File: config.mk
export PLATFORM = sky130hd
export DESIGN_NAME = apbt1_lint_bridge
export DESIGN_NICKNAME = d
export VERILOG_FILES = /design/src/rtl/apbt1_pkg.sv /design/src/rtl/apbt1_timeout_cnt.sv /design/src/rtl/apbt1_lint_bridge.sv
export SDC_FILE = /design/constraint.sdc
export NUM_CORES = 1
export LEC_CHECK = 0
export BUFFER_PORTS_ARGS = -buffer_cell sky130_fd_sc_hd__buf_4
export CAP_MARGIN = 20
export CORE_MARGIN = 2
export CORE_UTILIZATION = 35
export DETAILED_ROUTE_END_ITERATION = 16
export PLACE_DENSITY_LB_ADDON = 0.25
export SLEW_MARGIN = 20
export SYNTH_ARGS = -nofsm -noshare
export SYNTH_HDL_FRONTEND = slang
export SYNTH_SLANG_ARGS = --single-unit
File: constraint.sdc
create_clock -name lint_clk -period 1.6 [get_ports lint_clk]
set_clock_uncertainty 0.05 [all_clocks]
set_input_delay 0.32 -clock lint_clk [delete_from_list [all_inputs] [get_ports lint_clk]]
set_output_delay 0.32 -clock lint_clk [all_outputs]
set_load 0.01 [all_outputs]
File: src/rtl/apbt1_pkg.sv
// Shared types and constants for the APB-T1 LINT-to-eFPGA bridge.
package apbt1_pkg;

  typedef enum logic [1:0] {IDLE, REQ, WAIT, RESP} state_t;

  localparam logic [31:0] ERR_RDATA          = 32'hBADACCE5;
  localparam int          DEFAULT_ADDR_WIDTH = 20;

  // Packed request is {wen, addr, be, wdata}; wen=1 means read.
  function automatic int req_w(input int addr_width);
    return 1 + addr_width + 4 + 32;
  endfunction

  typedef struct packed {
    logic                          wen;
    logic [DEFAULT_ADDR_WIDTH-1:0] addr;
    logic [3:0]                    be;
    logic [31:0]                   wdata;
  } lint_req_t;

endpackage

File: src/rtl/apbt1_timeout_cnt.sv
// Loadable saturating up-counter; hit is high while the count sits at MAX_COUNT.
module apbt1_timeout_cnt
  import apbt1_pkg::*;
#(
  parameter int MAX_COUNT = 255,
  localparam int CNT_W = $clog2(MAX_COUNT + 1)
) (
  input  logic             lint_clk,
  input  logic             rst_n,
  input  logic             load,
  input  logic [CNT_W-1:0] load_val,
  input  logic             inc,
  output logic             hit
);

  localparam logic [CNT_W-1:0] MAX_C = CNT_W'(MAX_COUNT);

  logic [CNT_W-1:0] count_reg;

  assign hit = (count_reg == MAX_C);

  always_ff @(posedge lint_clk) begin
    if (!rst_n) begin
      count_reg <= '0;
    end else if (load) begin
      count_reg <= load_val;
    end else if (inc && !hit) begin
      count_reg <= count_reg + 1'b1;
    end
  end

endmodule

File: src/rtl/apbt1_lint_bridge.sv
// One-deep LINT-to-eFPGA request bridge: capture, replay to fabric, return rdata.
// Optional fabric-response timeout is enabled with `define APBT1_TIMEOUT_EN.
module apbt1_lint_bridge
  import apbt1_pkg::*;
#(
  parameter int ADDR_WIDTH     = 20,
  parameter int TIMEOUT_CYCLES = 255,
  localparam int REQ_W = req_w(ADDR_WIDTH)
) (
  input  logic             lint_clk,
  input  logic             rst_n,
  input  logic             lint_req,
  input  logic [REQ_W-1:0] lint_req_data,
  output logic             lint_gnt,
  output logic             lint_valid,
  output logic [31:0]      lint_rdata,
  output logic             lint_fmo,
  output logic             efpga_req,
  output logic [REQ_W-1:0] efpga_req_data,
  input  logic             efpga_gnt,
  input  logic             efpga_valid,
  input  logic [31:0]      efpga_rdata
);

  state_t           state_reg, state_next;
  logic             efpga_req_reg;
  logic [REQ_W-1:0] efpga_req_data_reg;
  logic             lint_valid_reg;
  logic [31:0]      lint_rdata_reg;
  logic             lint_fmo_reg;

  logic capture;
  logic take_rdata;
  logic timeout_fire;
  logic timeout_hit;

`ifdef APBT1_TIMEOUT_EN
  // Held clear through IDLE so the count starts at zero on entry to REQ.
  apbt1_timeout_cnt #(
    .MAX_COUNT (TIMEOUT_CYCLES)
  ) u_timeout_cnt (
    .lint_clk (lint_clk),
    .rst_n    (rst_n),
    .load     (state_reg == IDLE),
    .load_val ('0),
    .inc      ((state_reg == REQ) || (state_reg == WAIT)),
    .hit      (timeout_hit)
  );
`else
  localparam logic [31:0] TIMEOUT_C = TIMEOUT_CYCLES;
  logic unused_timeout;
  assign unused_timeout = ^TIMEOUT_C;
  assign timeout_hit    = 1'b0;
`endif

  // Gated by reset so a request held across reset is not granted early.
  assign lint_gnt = rst_n && (state_reg == IDLE) && lint_req;

  always_comb begin
    state_next   = state_reg;
    capture      = 1'b0;
    take_rdata   = 1'b0;
    timeout_fire = 1'b0;
    case (state_reg)
      IDLE: begin
        if (lint_req) begin
          state_next = REQ;
          capture    = 1'b1;
        end
      end
      REQ: begin
        if (efpga_gnt) begin
          state_next = WAIT;
        end else if (timeout_hit) begin
          state_next   = RESP;
          timeout_fire = 1'b1;
        end
      end
      WAIT: begin
        // A real response in the same cycle as the timeout wins.
        if (efpga_valid) begin
          state_next = RESP;
          take_rdata = 1'b1;
        end else if (timeout_hit) begin
          state_next   = RESP;
          timeout_fire = 1'b1;
        end
      end
      RESP: begin
        state_next = IDLE;
      end
      default: begin
        state_next = IDLE;
      end
    endcase
  end

  always_ff @(posedge lint_clk) begin
    if (!rst_n) begin
      state_reg          <= IDLE;
      efpga_req_reg      <= 1'b0;
      efpga_req_data_reg <= '0;
      lint_valid_reg     <= 1'b0;
      lint_rdata_reg     <= '0;
      lint_fmo_reg       <= 1'b0;
    end else begin
      state_reg      <= state_next;
      efpga_req_reg  <= (state_next == REQ);
      lint_valid_reg <= (state_next == RESP);
      lint_fmo_reg   <= timeout_fire;
      if (capture) begin
        efpga_req_data_reg <= lint_req_data;
      end
      if (take_rdata) begin
        lint_rdata_reg <= efpga_rdata;
      end else if (timeout_fire) begin
        lint_rdata_reg <= ERR_RDATA;
      end
    end
  end

  assign efpga_req      = efpga_req_reg;
  assign efpga_req_data = efpga_req_data_reg;
  assign lint_valid     = lint_valid_reg;
  assign lint_rdata     = lint_rdata_reg;
  assign lint_fmo       = lint_fmo_reg;

endmodule

== Word level (Yosys, flattened, before mapping) ==
Cells that the tools add are included.

* Bitwise gates (word level): 0
* Muxes and demuxes: 9
* $lt $le $gt $ge: 0
* Add/sub/neg operators: 0
* Shift-type cells: 0
* Divide/modulo/power cells: 0
* $mul: 0
* Reduce and logical (&&, ||, !) cells: 3
* Equality and inequality tests: 5

{| class="wikitable"
|+ Operators with widths
! kind !! count
|-
| 32-bit 2-to-1 mux || 1
|-
| 2-bit one-hot mux with 4 select lines || 1
|-
| 2-bit == test (second input constant) || 3
|-
| 2-bit 2-to-1 mux || 3
|-
| 2-bit by 1-bit == test with 1-bit output (second input constant) || 2
|-
| 1-bit 2-to-1 mux || 4
|-
| 1-bit logical AND || 2
|-
| 2-bit zero test || 1
|}

* Bits of input ports: 94
* Bits in read-only memories: 0
* Bits in latches: 0
* Word-level logic and storage cells: 22
* Output and inout port bits: 93
* Bits in writable memories: 0
* Memories kept: 0
* Register bits after elaboration: 93

== Logic depth before layout (Yosys ltp) ==
* Depth in word-level cells: 3
* Gate-level depth with buffers: 5
* Gate-level depth less buffers: 2

== Worst setup path after synthesis ==
Ideal clock, no wire load.

* Kind: input-to-output
* From: in rst_n
* To: out lint_gnt
* Stages on the path: 3
* Setup slack: 0.252 ns
* Arrival time: 0.978 ns
* Data required time: 1.230 ns
* Buffers on the path: 1
* Path through: buf_2 inv_1 nor4b_1

* Cells in the longest elaborated chain, start to end: 2

{| class="wikitable"
|+ RTL lines
! what !! line !! text
|-
| start, declared || apbt1_lint_bridge.sv:11 || <nowiki>input logic rst_n,</nowiki>
|-
| 1-bit logical AND (2 in series) || apbt1_lint_bridge.sv:57 || <nowiki>assign lint_gnt = rst_n && (state_reg == IDLE) && lint_req;</nowiki>
|-
| end, declared || apbt1_lint_bridge.sv:14 || <nowiki>output logic lint_gnt,</nowiki>
|}

No other way between the ends.

== Final worst setup path ==
* From: reg state_reg[0]
* To: out lint_gnt

* Cells in the longest elaborated chain, start to end: 3

{| class="wikitable"
|+ RTL lines
! what !! line !! text
|-
| start, declared || apbt1_lint_bridge.sv:25 || <nowiki>state_t state_reg, state_next;</nowiki>
|-
| start signal, assigned || apbt1_lint_bridge.sv:107 || <nowiki>state_reg <= state_next;</nowiki>
|-
| 2-bit zero test || apbt1_lint_bridge.sv:57 ||
|-
| 1-bit logical AND (2 in series) || apbt1_lint_bridge.sv:57 ||
|}

No other way between the ends.

==> flow_summary.json <==
{
  "min_period_over_period": 0.964,
  "r2r-start": "state_reg[0]$_SDFF_PN0_",
  "clk_pin_slew_ns": 0.09,
  "syn_nets": 501,
  "hpwl_um": 6400,
  "r2r_slack_ns": 0.25,
  "avgSynthCellArea_um2": 9.15,
  "path_delay_family": "flip-flops",
  "synth_cell_types": 21,
  "track_usage": 0.157,
  "rows": 37,
  "vias": 3199,
  "fmax_ghz": 0.648,
  "end_kind": "primary output",
  "cp_max_fo": 9,
  "fin_cells": 718,
  "busiest_layer": "met2",
  "n_antenna_cell": 0,
  "grt_pass1_wl_um": 14500,
  "place_congestion": 0.701,
  "power.density_mw_per_mm2": 969,
  "cpPeakStageDelay_ns": 0.39,
  "status": "finished clean",
  "netlist_area_mm2": 0.00372,
  "drt_iter0_drc": 141,
  "htree_levels": 3,
  "setup_violations": 0,
  "rsz0062_at_grt": "no",
  "drcViolationCount": 0,
  "grt_pass1_vias": 3234,
  "finalSetupTns_ns": 0,
  "largest_reg_flops": 57,
  "fin_util": 0.531,
  "cp.required_ns": 1.23,
  "clkLatencyLatePin_ns": 0.35,
  "critPathSlowestCell": "dfxtp_4",
  "synth_top_area_cell": "dfxtp_1",
  "avgViaCountPerCell": 4.46,
  "die_x_um": 107,
  "die-area_mm2": 0.0115,
  "crit_buf_inv": 1,
  "synth_warnings": 0,
  "final.fill_count": 942,
  "cellLeakagePower_nw": 2.53,
  "worstSetupPathType": "reg2out",
  "antenna_found_initial": 0,
  "seq_area_frac_synth": 0.500,
  "drv_cap": 0,
  "io_buffer_count": 185,
  "wl_um": 8950,
  "cts_tree": "done",
  "drive_gt1_frac": 0.368,
  "post_cts_buffers": 0,
  "die_y_um": 107,
  "cts_buffers": 9,
  "syn_to_final_growth_pct": 47.3,
  "layout.nets": 671,
  "startpoint_type": "flip-flop",
  "initial_core_util": 0.361,
  "gr-total-overflow": 0,
  "path_cells": "nor4b_4, buf_4",
  "core_area_mm2": 0.0103,
  "wl_per_cell_um": 12.5,
  "met1_usage": 0.189,
  "met3_usage": 0.0541,
  "hp-start": "efpga_gnt",
  "multi_input_area_mm2": 0.00168,
  "drv_slew": 0,
  "gr-usage-met2": 0.256,
  "clock-sinks": 93,
  "hold_path.class": "in2reg",
  "clock_path_buffers": 2,
  "synth-seq-cells": 93,
  "synthCells": 407,
  "synthTopCellsByArea": "dfxtp_1 (50%), mux2i_1 (24%), nand2_1 (18%), buf_2 (1.6%), buf_4 (1.4%)",
  "finalCriticalPeriod_ns": 1.54,
  "cp.arrival_ns": 1.17,
  "crit_start": "state_reg[0]$_SDFF_PN0_",
  "regArea_mm2": 0.00187,
  "ctsRootBufferMaster": "clkbuf_8",
  "synth_top_area_frac": 0.500,
  "floorplan.io_pins": 187,
  "finalHoldViolations": 0,
  "ir_drop_mv": 0.395,
  "grt_start_max_net_pins": 72,
  "route.antenna.remaining_nets": 0,
  "place_inst": 702,
  "first_pass_iters": 4
}
## worst paths after layout
path | depth (start not counted) | end
max | 2 | lint_gnt
min reg2reg | 2 | efpga_req_data[27]$_SDFFE_PN0P_
max reg2reg | 3 | efpga_req_data[43]$_SDFFE_PN0P_
min | 2 | efpga_req$_SDFF_PN0_
## what timing repair did
action / CTS / global route
endpoints found under the setup margin: 1 / 1
hold endpoints to repair: 0 / 0
gates resized for setup: 3 / 2
hold buffers: 0 / 0
pin swaps: 0 / 0
## per-layer routing
metal | up-vias | routed length [um]
met4 | 0 | 131
met5 | - | 0
li1 | 1643 | -
met3 | 9 | 1010
met2 | 129 | 4000
met1 | 1418 | 3810
## cell usage after synthesis
| cell | n |
|---|---|
| a2111oi_0 | 1 |
| nand2b_1 | 1 |
| nor4b_1 | 1 |
| buf_2 | 12 |
| mux2_2 | 1 |
| and2_1 | 1 |
| clkbuf_1 | 10 |
| o21ai_0 | 1 |
| nand2_1 | 178 |
| nand3b_1 | 1 |
| conb_1 | 1 |
| dfxtp_1 | 93 |
| buf_6 | 4 |
| a21oi_1 | 1 |
| mux2i_1 | 89 |
| inv_1 | 1 |
| nor3b_4 | 1 |
| nor2_1 | 1 |
| o211a_1 | 1 |
| buf_4 | 7 |
| and3b_1 | 1 |
## where the power goes
part,switching [mW],internal [mW],total [mW]
Combinational,0.384,0.487,0.872
Sequential,0.0796,2.45,2.53
Clock,0.834,1.08,1.91
Total,1.30,4.02,5.31
## logic make-up (layout without fill, tap and decap cells)
group,Yosys count,count (layout),synth area share
flops,93,93,0.500
mux,90,90,0.242
buf+inv,34,209,0.0534
compound gates,4,4,0.00773
other cells,1,1,0.00101
simple gates,185,185,0.196
## stage by stage
stage	power [mW]	cell area, um2	setup WS, ns	hold WS (ns)
3_5_place_dp	3.46	5220	0.185	0.398
4_1_cts	5.39	5470	0.0351	0.111
3_3_place_gp	3.44	5220	0.257	0.392
5_1_grt	5.57	5480	0.00252	0.132
2_1_floorplan	3.01	3720	0.252	0.387
6_report	5.31	5480	0.0569	0.140
## cells in the final DEF, fill, tap and decap left out
master | synthesis | layout
a21oi_1 | 1 | 1
inv_1 | 1 | 1
a2111oi_0 | 1 | 1
o211a_1 | 1 | 1
o21ai_0 | 1 | 1
clkbuf_8 | 0 | 10
and2_1 | 1 | 1
clkinv_2 | 0 | 1
conb_1 | 1 | 1
and3b_2 | 0 | 1
mux2i_1 | 89 | 89
mux2_2 | 1 | 1
clkinvlp_4 | 0 | 2
dfxtp_2 | 0 | 1
nor2_1 | 1 | 1
nor4b_4 | 0 | 1
nand2b_1 | 1 | 1
dfxtp_4 | 0 | 1
nand2_1 | 178 | 178
nor3b_4 | 1 | 1
nand3b_1 | 1 | 1
dfxtp_1 | 93 | 91
bufinv_16 | 0 | 3
buf_12 | 0 | 6
buf_4 | 7 | 186
## final cells by class
type	instances	area share
clock inverter	6	0.0201
timing repair buffer	192	0.277
tap	136	0.0310
clock buffer	10	0.0251
multi-input combinational	280	0.306
sequential	93	0.340
inverter	1	0.000684
Power figures use the tool's default switching activity.
